`src/rtl/btn_debounce.sv`:
```
// Multi-channel push-button debouncer: two-flop synchronizer per bit, then a per-channel
// FSM that accepts a level change only after CNT_MAX consecutive deviating samples.
module btn_debounce #(
   parameter int unsigned N       = 4,
   parameter int unsigned CNT_MAX = 12000
) (
   input  logic         clk,
   input  logic         rstn,
   input  logic [N-1:0] BTN_IN,
   output logic [N-1:0] BTN,
   output logic [N-1:0] PRESS,
   output logic [N-1:0] RELEASE
);

   localparam int unsigned CW = $clog2(CNT_MAX + 1);
   localparam logic [CW-1:0] CntLast  = CW'(CNT_MAX - 1);
   // With CNT_MAX == 1 the count must stay at 0 so it never exceeds CNT_MAX-1.
   localparam logic [CW-1:0] CntFirst = (CNT_MAX > 1) ? CW'(1) : CW'(0);

   typedef enum logic [1:0] {
      StIdleLo,
      StWaitHi,
      StIdleHi,
      StWaitLo
   } state_e;

   logic [N-1:0] s1_q;
   logic [N-1:0] s2_q;

   always_ff @(posedge clk or negedge rstn) begin
      if (!rstn) begin
         s1_q <= '0;
         s2_q <= '0;
      end else begin
         s1_q <= BTN_IN;
         s2_q <= s1_q;
      end
   end

   for (genvar g = 0; g < N; g++) begin : gen_chan
      state_e        state_q;
      logic [CW-1:0] cnt_q;
      logic          stable_q;
      logic          press_q;
      logic          release_q;

      always_ff @(posedge clk or negedge rstn) begin
         if (!rstn) begin
            state_q   <= StIdleLo;
            cnt_q     <= '0;
            stable_q  <= 1'b0;
            press_q   <= 1'b0;
            release_q <= 1'b0;
         end else begin
            press_q   <= 1'b0;
            release_q <= 1'b0;
            case (state_q)
               StIdleLo, StIdleHi: begin
                  cnt_q <= '0;
                  if (s2_q[g] != stable_q) begin
                     state_q <= stable_q ? StWaitLo : StWaitHi;
                     cnt_q   <= CntFirst;
                  end
               end
               StWaitHi, StWaitLo: begin
                  if (s2_q[g] == stable_q) begin
                     // Bounce back to the accepted level: abandon this attempt.
                     cnt_q   <= '0;
                     state_q <= stable_q ? StIdleHi : StIdleLo;
                  end else if (cnt_q >= CntLast) begin
                     cnt_q     <= '0;
                     stable_q  <= ~stable_q;
                     state_q   <= stable_q ? StIdleLo : StIdleHi;
                     press_q   <= ~stable_q;
                     release_q <= stable_q;
                  end else begin
                     cnt_q <= cnt_q + CW'(1);
                  end
               end
               default: begin
                  state_q <= StIdleLo;
                  cnt_q   <= '0;
               end
            endcase
         end
      end

      assign BTN[g]     = stable_q;
      assign PRESS[g]   = press_q;
      assign RELEASE[g] = release_q;
   end

endmodule
```
`config.mk`:
```
export PLATFORM = sky130hd
export DESIGN_NAME = btn_debounce
export DESIGN_NICKNAME = d
export VERILOG_FILES = /design/src/rtl/btn_debounce.sv
export SDC_FILE = /design/constraint.sdc
export NUM_CORES = 1
export LEC_CHECK = 0
export BUFFER_PORTS_ARGS = -buffer_cell sky130_fd_sc_hd__buf_2
export CAP_MARGIN = 20
export CORE_UTILIZATION = 60
export CTS_CLUSTER_SIZE = 30
export DETAILED_ROUTE_END_ITERATION = 8
export PLACE_DENSITY = 0.78
export REMOVE_ABC_BUFFERS = 1
export SETUP_SLACK_MARGIN = 0.02
export SLEW_MARGIN = 10
export SYNTH_ARGS = -nofsm -noshare
export SYNTH_HDL_FRONTEND = slang
export SYNTH_SLANG_ARGS = --single-unit
```
`constraint.sdc`:
```
create_clock -name clk -period 2.1 [get_ports clk]
set_clock_uncertainty 0.15 [all_clocks]
set_input_delay 0 -clock clk [delete_from_list [all_inputs] [get_ports clk]]
set_output_delay 0 -clock clk [all_outputs]
set_load 0.02 [all_outputs]
```
# Word level (Yosys, flattened, before mapping)
# Index checks and enable logic that the tools add are counted.
# classes
addsub,4
n_bitwise,8
n_reduce_logical,20
mux,68
order_cmp,4
eq_ne,28
# op_table
op,n
$mux 14,8
$pmux 14 s2,4
$add 14x1->14 const B,4
$ge 14x14->1 const B,4
$mux 2,24
$mux 1,28
$eq 2x2->1 const B,8
$pmux 2 s2,4
$reduce_or 2->1,8
$ne 3x3->1 const B,4
$reduce_and 3->1,4
$eq 2x1->1 const B,4
$logic_not 2->1,4
$ne 2x2->1 const B,4
$not 1->1,8
$reduce_and 2->1,4
$eq 1x1->1,4
$ne 1x1->1,4
# totals
out_inout_bits,12
register_bits,84

# Depth between registers and ports, before layout
# Gate-level depths: netlist (run 1).
# logic_depth
depth_word,4
mapped_depth,8
ltp_nobuf,5

# Worst setup path before layout (run 1)
# Ideal clock, no wire load.
# synth_path
kind,register -> register
start,reg gen_chan[0].cnt_q[0]
end,reg gen_chan[0].cnt_q[11]
path_stages_with_launch,9
setup_slack_ns,0.145
required_ns,1.879
period_less_slack_ns,1.955
arrival_time_ns,1.734
path_cell_list,dfrtp_1 > ha_1 > buf_6 > a41o_1 > a32o_1 > or2_1 > buf_6 > buf_6 > nor2_1
# synth_between
elab_chain_cells,4
word_cells_on_any_way,5
cone_classes,1 x add/sub; 1 x order compare; 3 x mux
# synth_rtl
item,line,text
start: declaration,42,logic [CW-1:0] cnt_q;
start signal: assignment,62,cnt_q <= CntFirst;
start signal: assignment,77,cnt_q <= cnt_q + CW'(1);
$add 14x1->14 / $ge 14x14->1 (equally long branches),"77, 70",
$mux 14 (*),70,end else if (cnt_q >= CntLast) begin
$mux 14 (*),66,if (s2_q[g] == stable_q) begin
$pmux 14 s2 (*),57,case (state_q)
# Every way passes the cells marked *; elsewhere a longest branch is shown, timed or not.
# A chain may end at the register's enable or synchronous reset.

# Worst setup path after layout (run 1)
# layout_path
start,reg gen_chan[2].cnt_q[0]
end,reg gen_chan[2].cnt_q[9]
# layout_between
elab_chain_cells,4
word_cells_on_any_way,5
cone_classes,1 x add/sub; 1 x order compare; 3 x mux
# layout_rtl
item,line
start: declaration,42
start signal: assignment,62
start signal: assignment,77
$add 14x1->14 / $ge 14x14->1 (equally long branches),"77, 70"
$mux 14 (*),70
$mux 14 (*),66
$pmux 14 s2 (*),57
# Marks and branches as above.

==> impl_summary.log, run 1 <==
[metrics] data arrival time of the critical path: around 2.1 ns
[metrics] top achievable clock speed: ~500 MHz
[metrics] mean instance size in the synthesized netlist: about 11 um2
[metrics] hold path cells: 2
[metrics] global-route met2 utilization: approximately a third
[metrics] post-route ant nets: 0
[metrics] source of the worst hold timing path: BTN_IN[3]
[metrics] average wire per cell in the routed design: roughly 14 um
[metrics] final worst-path cycle share: 95.2%
[metrics] Floorplan Core Area: ~0.0060 mm2
[metrics] nature of the critical path endpoint: flip-flop
[metrics] Yosys top cell by area: sky130_fd_sc_hd__dfrtp_1
[metrics] GR Layer Usage met1: roughly a quarter
[metrics] Max Buffers Root-to-Sink: 2
[metrics] vias in the first global route: roughly 2.3k
[metrics] area share of the largest cell type after synthesis: 54.0%
[metrics] Leakage: ~1.9 nW
[metrics] peak-usage layer in the global routing report: met2
[metrics] synthesized-area fraction occupied by and/or/nand/nor cells: between 20 and 25%
[metrics] deepest level of the CTS H-tree: 3
[metrics] post-synthesis instance area: approximately 0.0037 mm2
[metrics] post-synthesis sequential element count: 80
[metrics] vias per cell: ~5.5
[metrics] critical path startpoint category: flip-flop
[metrics] Synth Warn #: 0
[metrics] total negative setup slack: 0 ns
[metrics] TritonCTS Buffers: 9
[metrics] clock period minus final worst setup slack: around 2.0 ns
[metrics] status: completed
[metrics] antenna violations before repair: 0
[metrics] r2r setup slk: about 0.1 ns
[metrics] cells after synthesis: around 340
[metrics] share of cells above drive strength 1: ~14%
[metrics] startpoint-to-endpoint class of the critical path: reg -> reg
[metrics] max-cap violation count: 0
[metrics] worst-skew pair later-pin latency: between 0.3 and 0.4 ns
[metrics] highest net fanout along the worst path: 7
[metrics] post-synthesis compound-gate area fraction: 5.44%
[metrics] max-slew violations: 0
[metrics] critical register-to-register path endpoint: gen_chan[2].cnt_q[9]
[metrics] Worst Hold Class: in -> reg
[metrics] final antenna diode count: 0
[metrics] sequential element share of the synthesized area: between 50% and 60%
[metrics] worst max-slew margin expressed relative to the limit: around 36%
[metrics] largest net degree at the start of global routing: 81
[metrics] count of final hold-check violations: 0
[metrics] TritonCTS clock tree: built
[metrics] most common cell after layout, fill and taps aside: sky130_fd_sc_hd__dfrtp_1
[metrics] largest family of logic cells by synthesized area: simple AND/OR/NAND/NOR gates
[metrics] highest-count cells in the layout ignoring fill and taps: sky130_fd_sc_hd__dfrtp_1, sky130_fd_sc_hd__nor2_1, sky130_fd_sc_hd__xor2_1, sky130_fd_sc_hd__nand4_1
[metrics] effective utilization at floorplan: between 60 and 70%
[metrics] register area: 0.00200 mm2
[metrics] quantity of gates resized following cts: 0
[metrics] DRC marker count from the first detailed-route iteration: approximately 130
[metrics] launching point of the worst reg2reg path: gen_chan[2].cnt_q[0]
[metrics] total vias in the final route: 2382
[metrics] number of nets in the layout: 366
[metrics] sum of net half-perimeters after detailed placement: between 3 and 4 mm
[metrics] Peak VDD IR: between 0.7 and 0.8 mV
[metrics] floorplan die width: roughly 81 um
[metrics] Worst Path Required: around 2.2 ns
[metrics] power per cell area: 762 mW/mm2
[metrics] global-route wire length before repair: slightly below 10 mm
[metrics] clock sink count: 80
[metrics] overall die area: about 0.0065 mm2
[metrics] endpoints failing setup: 0
[metrics] wirelength, routed: between 5 and 6 mm
[metrics] first-pass iteration count of the detailed router: 5
[metrics] Total GRT Usage: ~20%
[metrics] buffer cell driving the clock tree root: sky130_fd_sc_hd__clkbuf_8
[metrics] Worst Hold End: s1_q[3]
[metrics] fraction of synthesized area in multiplexers: less than 1%
[metrics] largest cells by area after synthesis: sky130_fd_sc_hd__dfrtp_1, sky130_fd_sc_hd__xor2_1, sky130_fd_sc_hd__nor2_1
[metrics] area occupied by multi-input gates: 0.00147 mm2
[metrics] row cnt: 28
[metrics] Chip Height: 80.6 um
[metrics] count of unique library cells instantiated by Yosys: 33
[metrics] Filler cells: ~440
[metrics] transition time at the pin with the least slew margin: approximately 0.97 ns
[metrics] port bufs: 17
[metrics] GR met3 Demand/Resource: under 10%
[metrics] total DRC errors in the routed layout: 0
[metrics] placer congestion estimate: approximately 0.8
[metrics] number of primary I/O pins: 18
[metrics] global-route congestion overflow total: 0
[metrics] layout overhead on the synthesized area: 9.49%
[metrics] post-synthesis xor/xnor area fraction: between 10% and 20%
[metrics] r2r worst-path depth: 6
[metrics] final cell utilization of the core: between 60% and 70%
[metrics] clock-pin transition on the worst setup and hold timing paths: approximately 0.08 ns
[metrics] RSZ-0062 raised after global routing: false
[metrics] Adder-Cell Fraction of Synth Area: under 10%
## cell usage after synthesis
library cell / count
sky130_fd_sc_hd__nand2_1: 13
sky130_fd_sc_hd__a31oi_1: 1
sky130_fd_sc_hd__nor4_1: 3
sky130_fd_sc_hd__nor3_1: 4
sky130_fd_sc_hd__buf_2: 3
sky130_fd_sc_hd__and2_1: 7
sky130_fd_sc_hd__nor4bb_1: 1
sky130_fd_sc_hd__clkbuf_1: 3
sky130_fd_sc_hd__buf_6: 7
sky130_fd_sc_hd__a41o_1: 8
sky130_fd_sc_hd__ha_1: 4
sky130_fd_sc_hd__o22ai_1: 3
sky130_fd_sc_hd__o21ai_0: 2
sky130_fd_sc_hd__xor2_1: 35
sky130_fd_sc_hd__a32oi_2: 1
sky130_fd_sc_hd__buf_4: 12
sky130_fd_sc_hd__xnor2_1: 16
sky130_fd_sc_hd__nor3b_1: 2
sky130_fd_sc_hd__nand3_1: 16
sky130_fd_sc_hd__inv_1: 4
sky130_fd_sc_hd__nand2b_1: 4
sky130_fd_sc_hd__dfrtp_1: 80
sky130_fd_sc_hd__nand4_1: 19
sky130_fd_sc_hd__a21oi_1: 2
sky130_fd_sc_hd__nor2_1: 53
sky130_fd_sc_hd__nor2b_1: 4
sky130_fd_sc_hd__mux2_2: 1
sky130_fd_sc_hd__clkbuf_2: 4
sky130_fd_sc_hd__and3_1: 14
sky130_fd_sc_hd__a32o_1: 3
sky130_fd_sc_hd__or2_1: 3
sky130_fd_sc_hd__and4_1: 6
sky130_fd_sc_hd__o21ba_2: 3
## critical path: stages (launching register included)
cell                      delay (ns)
sky130_fd_sc_hd__dfrtp_1        0.43
sky130_fd_sc_hd__ha_1           0.24
sky130_fd_sc_hd__a41o_1         0.25
sky130_fd_sc_hd__a32o_1         0.28
sky130_fd_sc_hd__or2_1          0.30
sky130_fd_sc_hd__buf_4          0.19
sky130_fd_sc_hd__nor2_1         0.10
## kinds of logic (layout without fill, tap and decap cells)
logic type / after synthesis / count (layout)
flops: 80 / 80
fa+ha+maj: 4 / 4
mux: 1 / 1
simple gates: 149 / 149
xor+xnor: 51 / 51
buf+inv: 33 / 53
compound gates: 23 / 23
## stage by stage
stage / total power, W / std cells / cell area (um2) / worst slack, ns / hold WS (ns)
2_1_floorplan: 0.00167 / 312 / 3490 / 0.120 / -0.446
3_3_place_gp: 0.00173 / 415 / 3750 / 0.187 / -0.0425
3_5_place_dp: 0.00174 / 415 / 3750 / 0.121 / -0.0390
4_1_cts: 0.00314 / 436 / 4060 / 0.0846 / 0.130
5_1_grt: 0.00323 / 436 / 4060 / 0.0301 / 0.124
6_report: 0.00309 / 436 / 4060 / 0.0999 / 0.151
## worst max path at each step
| stage | startpoint | end | slack [ns] | cells past startpoint |
|---|---|---|---|---|
| after floorplan | gen_chan[3].cnt_q[0] | gen_chan[3].cnt_q[13] | 0.12 | 5 |
| after global placement | gen_chan[3].cnt_q[0] | gen_chan[3].cnt_q[11] | 0.19 | 6 |
| after detailed placement | gen_chan[3].cnt_q[0] | gen_chan[3].cnt_q[12] | 0.12 | 6 |
| after global routing | gen_chan[2].cnt_q[0] | gen_chan[2].cnt_q[12] | 0.03 | 6 |
| after CTS | gen_chan[2].cnt_q[0] | gen_chan[2].cnt_q[12] | 0.08 | 6 |
| final | gen_chan[2].cnt_q[0] | gen_chan[2].cnt_q[9] | 0.1 | 6 |
## report_power, final
group / total [W] / internal (W) / switching (W) / leakage, nW
Combinational: 0.000123 / 0.0000473 / 0.0000759 / 0.726
Clock: 0.00138 / 0.000830 / 0.000551 / 0.128
Sequential: 0.00159 / 0.00157 / 0.0000220 / 1.08
## per-layer routing
metal,part of all wire (%),vias to the layer above
met3,3.5,6
met4,1.2,0
met2,49,39
li1,-,1186
met1,47,1151
met5,0,-
## layout make-up
cell class	instances	area share [%]
multi-input combinational	228	36.3
tap	75	2.31
sequential	80	49.4
clock inverter	6	2.84
inverter	4	0.370
clock buffer	10	3.39
timing repair buffer	33	5.43
## flip-flops by register name, summed over array words and instances, names as in the netlist
register and cells:
gen_chan.press_q 4, gen_chan.cnt_q 56, gen_chan.stable_q 4, gen_chan.state_q 4
gen_chan.release_q 4, s1_q 4, s2_q 4
## timing repair
item                                    4_1_cts  5_1_grt
endpoints found under the setup margin        0        0
endpoints found under the hold margin        84        0
hold buffers                                  5        0
setup buffers                                 0        0
Power figures use the tool's default switching activity.
==> inputs of run 2 (changes only) <==
==> constraint.sdc (replaced) <==
create_clock -name clk -period 1.9 [get_ports clk]
set_clock_uncertainty 0.15 [all_clocks]
set_input_delay 0 -clock clk [delete_from_list [all_inputs] [get_ports clk]]
set_output_delay 0 -clock clk [all_outputs]
set_load 0.02 [all_outputs]
==> impl_summary.log, run 2 (synthesized netlist as in run 1, its figures left out) <==
[metrics] status: completed
[metrics] endpoints failing setup: 0
[metrics] beginning of the critical path: gen_chan[3].cnt_q[0]
[metrics] sum of net half-perimeters after detailed placement: between 4 and 5 mm
[metrics] worst max-slew margin expressed relative to the limit: between 60 and 70%
[metrics] Leakage: about 2 nW
[metrics] antenna violations before repair: 0
[metrics] total DRC errors in the routed layout: 0
[metrics] largest incremental delay on the critical path: 0.39 ns
[metrics] highest net fanout along the worst path: 5
[metrics] clock-pin transition on the worst setup and hold timing paths: around 0.09 ns
[metrics] floorplan die width: between 80 and 90 um
[metrics] wirelength, routed: between 6 and 7 mm
[metrics] register with the most flip-flops: gen_chan.cnt_q
[metrics] layout overhead on the synthesized area: 13.1%
[metrics] deepest level of the CTS H-tree: 3
[metrics] Worst Hold Class: in -> async
[metrics] Peak VDD IR: 0.544 mV
[metrics] first-pass iteration count of the detailed router: 4
[metrics] overall die area: between 0.006 and 0.007 mm2
[metrics] critical path startpoint category: flip-flop
[metrics] M1 wire length: about 2.8 mm
[metrics] DRC marker count from the first detailed-route iteration: about 100
[metrics] number of nets in the layout: 378
[metrics] max-cap violation count: 0
[metrics] vias in the first global route: 2473
[metrics] Met2 Wirelength: just under 3 mm
[metrics] max-slew violations: 0
[metrics] launching point of the worst reg2reg path: gen_chan[3].cnt_q[0]
[metrics] clock sink count: 80
[metrics] number of primary I/O pins: 18
[metrics] flip-flop count of the largest register after layout: between 50 and 60
[metrics] buffer cell driving the clock tree root: sky130_fd_sc_hd__clkbuf_8
[metrics] global-route wire length before repair: roughly 11 mm
[metrics] share of cells above drive strength 1: roughly 22%
[metrics] cells along the critical path: ha_2 > a41o_1 > a32o_2 > or2_4 > buf_4 > nor2_1
[metrics] startpoint-to-endpoint class of the critical path: reg -> reg
[metrics] worst-skew pair later-pin latency: about 0.34 ns
[metrics] routed wl met3: 211 um
[metrics] most common cell after layout, fill and taps aside: sky130_fd_sc_hd__dfrtp_1
[metrics] data arrival time of the critical path: 1.96 ns
[metrics] Total GRT Usage: between 20% and 30%
[metrics] worst slack after detailed placement: -0.00133 ns
[metrics] Worst Path Buf+Inv: 1
[metrics] average wire per cell in the routed design: around 14 um
[metrics] total power of the final layout: 0.00328 W
[metrics] final antenna diode count: 0
[metrics] nature of the critical path endpoint: flip-flop
[metrics] effective utilization at floorplan: 62.2%
[metrics] clock period minus final worst setup slack: 1.84 ns
[metrics] total vias in the final route: around 2.5k
[metrics] Critical Path Slowest Stage Cell: sky130_fd_sc_hd__dfrtp_1
[metrics] RSZ-0062 raised after global routing: true
[metrics] total negative setup slack: 0 ns
[metrics] placer congestion estimate: between 0.8 and 0.9
[metrics] Final Worst Setup Slack: 0.0588 ns
[metrics] Non-Filler Cell Area, Final: 0.00419 mm2
[metrics] Max Buffers Root-to-Sink: 2
[metrics] r2r setup slk: about 0.059 ns
[metrics] largest net degree at the start of global routing: 43
[metrics] count of final hold-check violations: 0
[metrics] delay-heaviest family, CP: compound AO/OA/AOI/OAI gates
[metrics] TritonCTS Buffers: 9
[metrics] Chip Height: 80.6 um
[metrics] transition time at the pin with the least slew margin: just under 0.5 ns
[metrics] post-route ant nets: 0
[metrics] power per cell area: between 700 and 800 mW/mm2
[metrics] Post-Place Cell Area: between 0.003 and 0.004 mm2
[metrics] Worst Path Required: 2.02 ns
[metrics] final worst-path cycle share: a little over nine tenths
[metrics] top achievable clock speed: 543 MHz
[metrics] TritonCTS clock tree: built
[metrics] global-route congestion overflow total: 0
[metrics] port bufs: 17
[metrics] Floorplan Core Area: just under 0.006 mm2
[metrics] vias per cell: between 5 and 6
[metrics] highest routing layer actually used: met4
[metrics] row cnt: 28
[metrics] highest-count cells in the layout ignoring fill and taps: sky130_fd_sc_hd__dfrtp_1, sky130_fd_sc_hd__nor2_1, sky130_fd_sc_hd__xor2_1, sky130_fd_sc_hd__buf_4, sky130_fd_sc_hd__nand4_1
## run 2: timing repair
action | 4_1_cts | 5_1_grt
pin swaps | 0 | 3
gates resized for setup | 5 | 20
setup endpoints to repair | 16 | 34
buffers inserted | 0 | 1
endpoints found under the hold margin | 84 | 0
hold buffers | 5 | 0
## run 2: layout make-up
class / instances / area (um2)
clock inverters: 7 / 96.3
well taps: 75 / 93.8
clock buffers: 9 / 124
inverters: 4 / 15.0
fillers: 423 / 1770
flip-flops and latches: 80 / 2000
multi-input cells: 228 / 1520
repair buffers: 45 / 334
## run 2: worst reg2reg max path, delay by kind of cell, from the launching register on
family                     cells  cell delay, ns
and+or+nand+nor                2            0.35
AOI/OAI and AO/OA              2            0.53
adders and majority gates      1            0.20
DFF                            1            0.39
buffers and inverters          1            0.16
## run 2: per-layer routing
metal | GRT usage [%] | vias up
met5 | 0 | -
met3 | 3.64 | 14
met4 | 8.93 | 0
met2 | 34.9 | 54
li1 | - | 1210
met1 | 27.6 | 1244
## run 2: worst paths after layout
check                                       endpoint  depth (start not counted)
worst min-delay path            gen_chan[1].cnt_q[6]                          2
max in group asynchronous                    s1_q[3]                          3
worst max-delay path            gen_chan[3].cnt_q[6]                          6
worst max register to register  gen_chan[3].cnt_q[6]                          6
worst min register to register               s2_q[1]                          0
min in group clk                             s1_q[2]                          2
## run 2: metrics by stage
step | cells | util, % | hold slack, ns
2_1_floorplan | 312 | - | -0.446
3_3_place_gp | 426 | 64.6 | -0.150
3_5_place_dp | 426 | 64.6 | -0.147
4_1_cts | 447 | 69.3 | 0.0183
5_1_grt | 448 | 70.3 | 0.0723
6_report | 448 | 70.3 | 0.00810
## run 2: power breakdown
part / internal, W / switching [W]
clock: 0.000742 / 0.000618
sequential: 0.00173 / 0.0000189
combinational: 0.0000766 / 0.0000992
total: 0.00255 / 0.000736
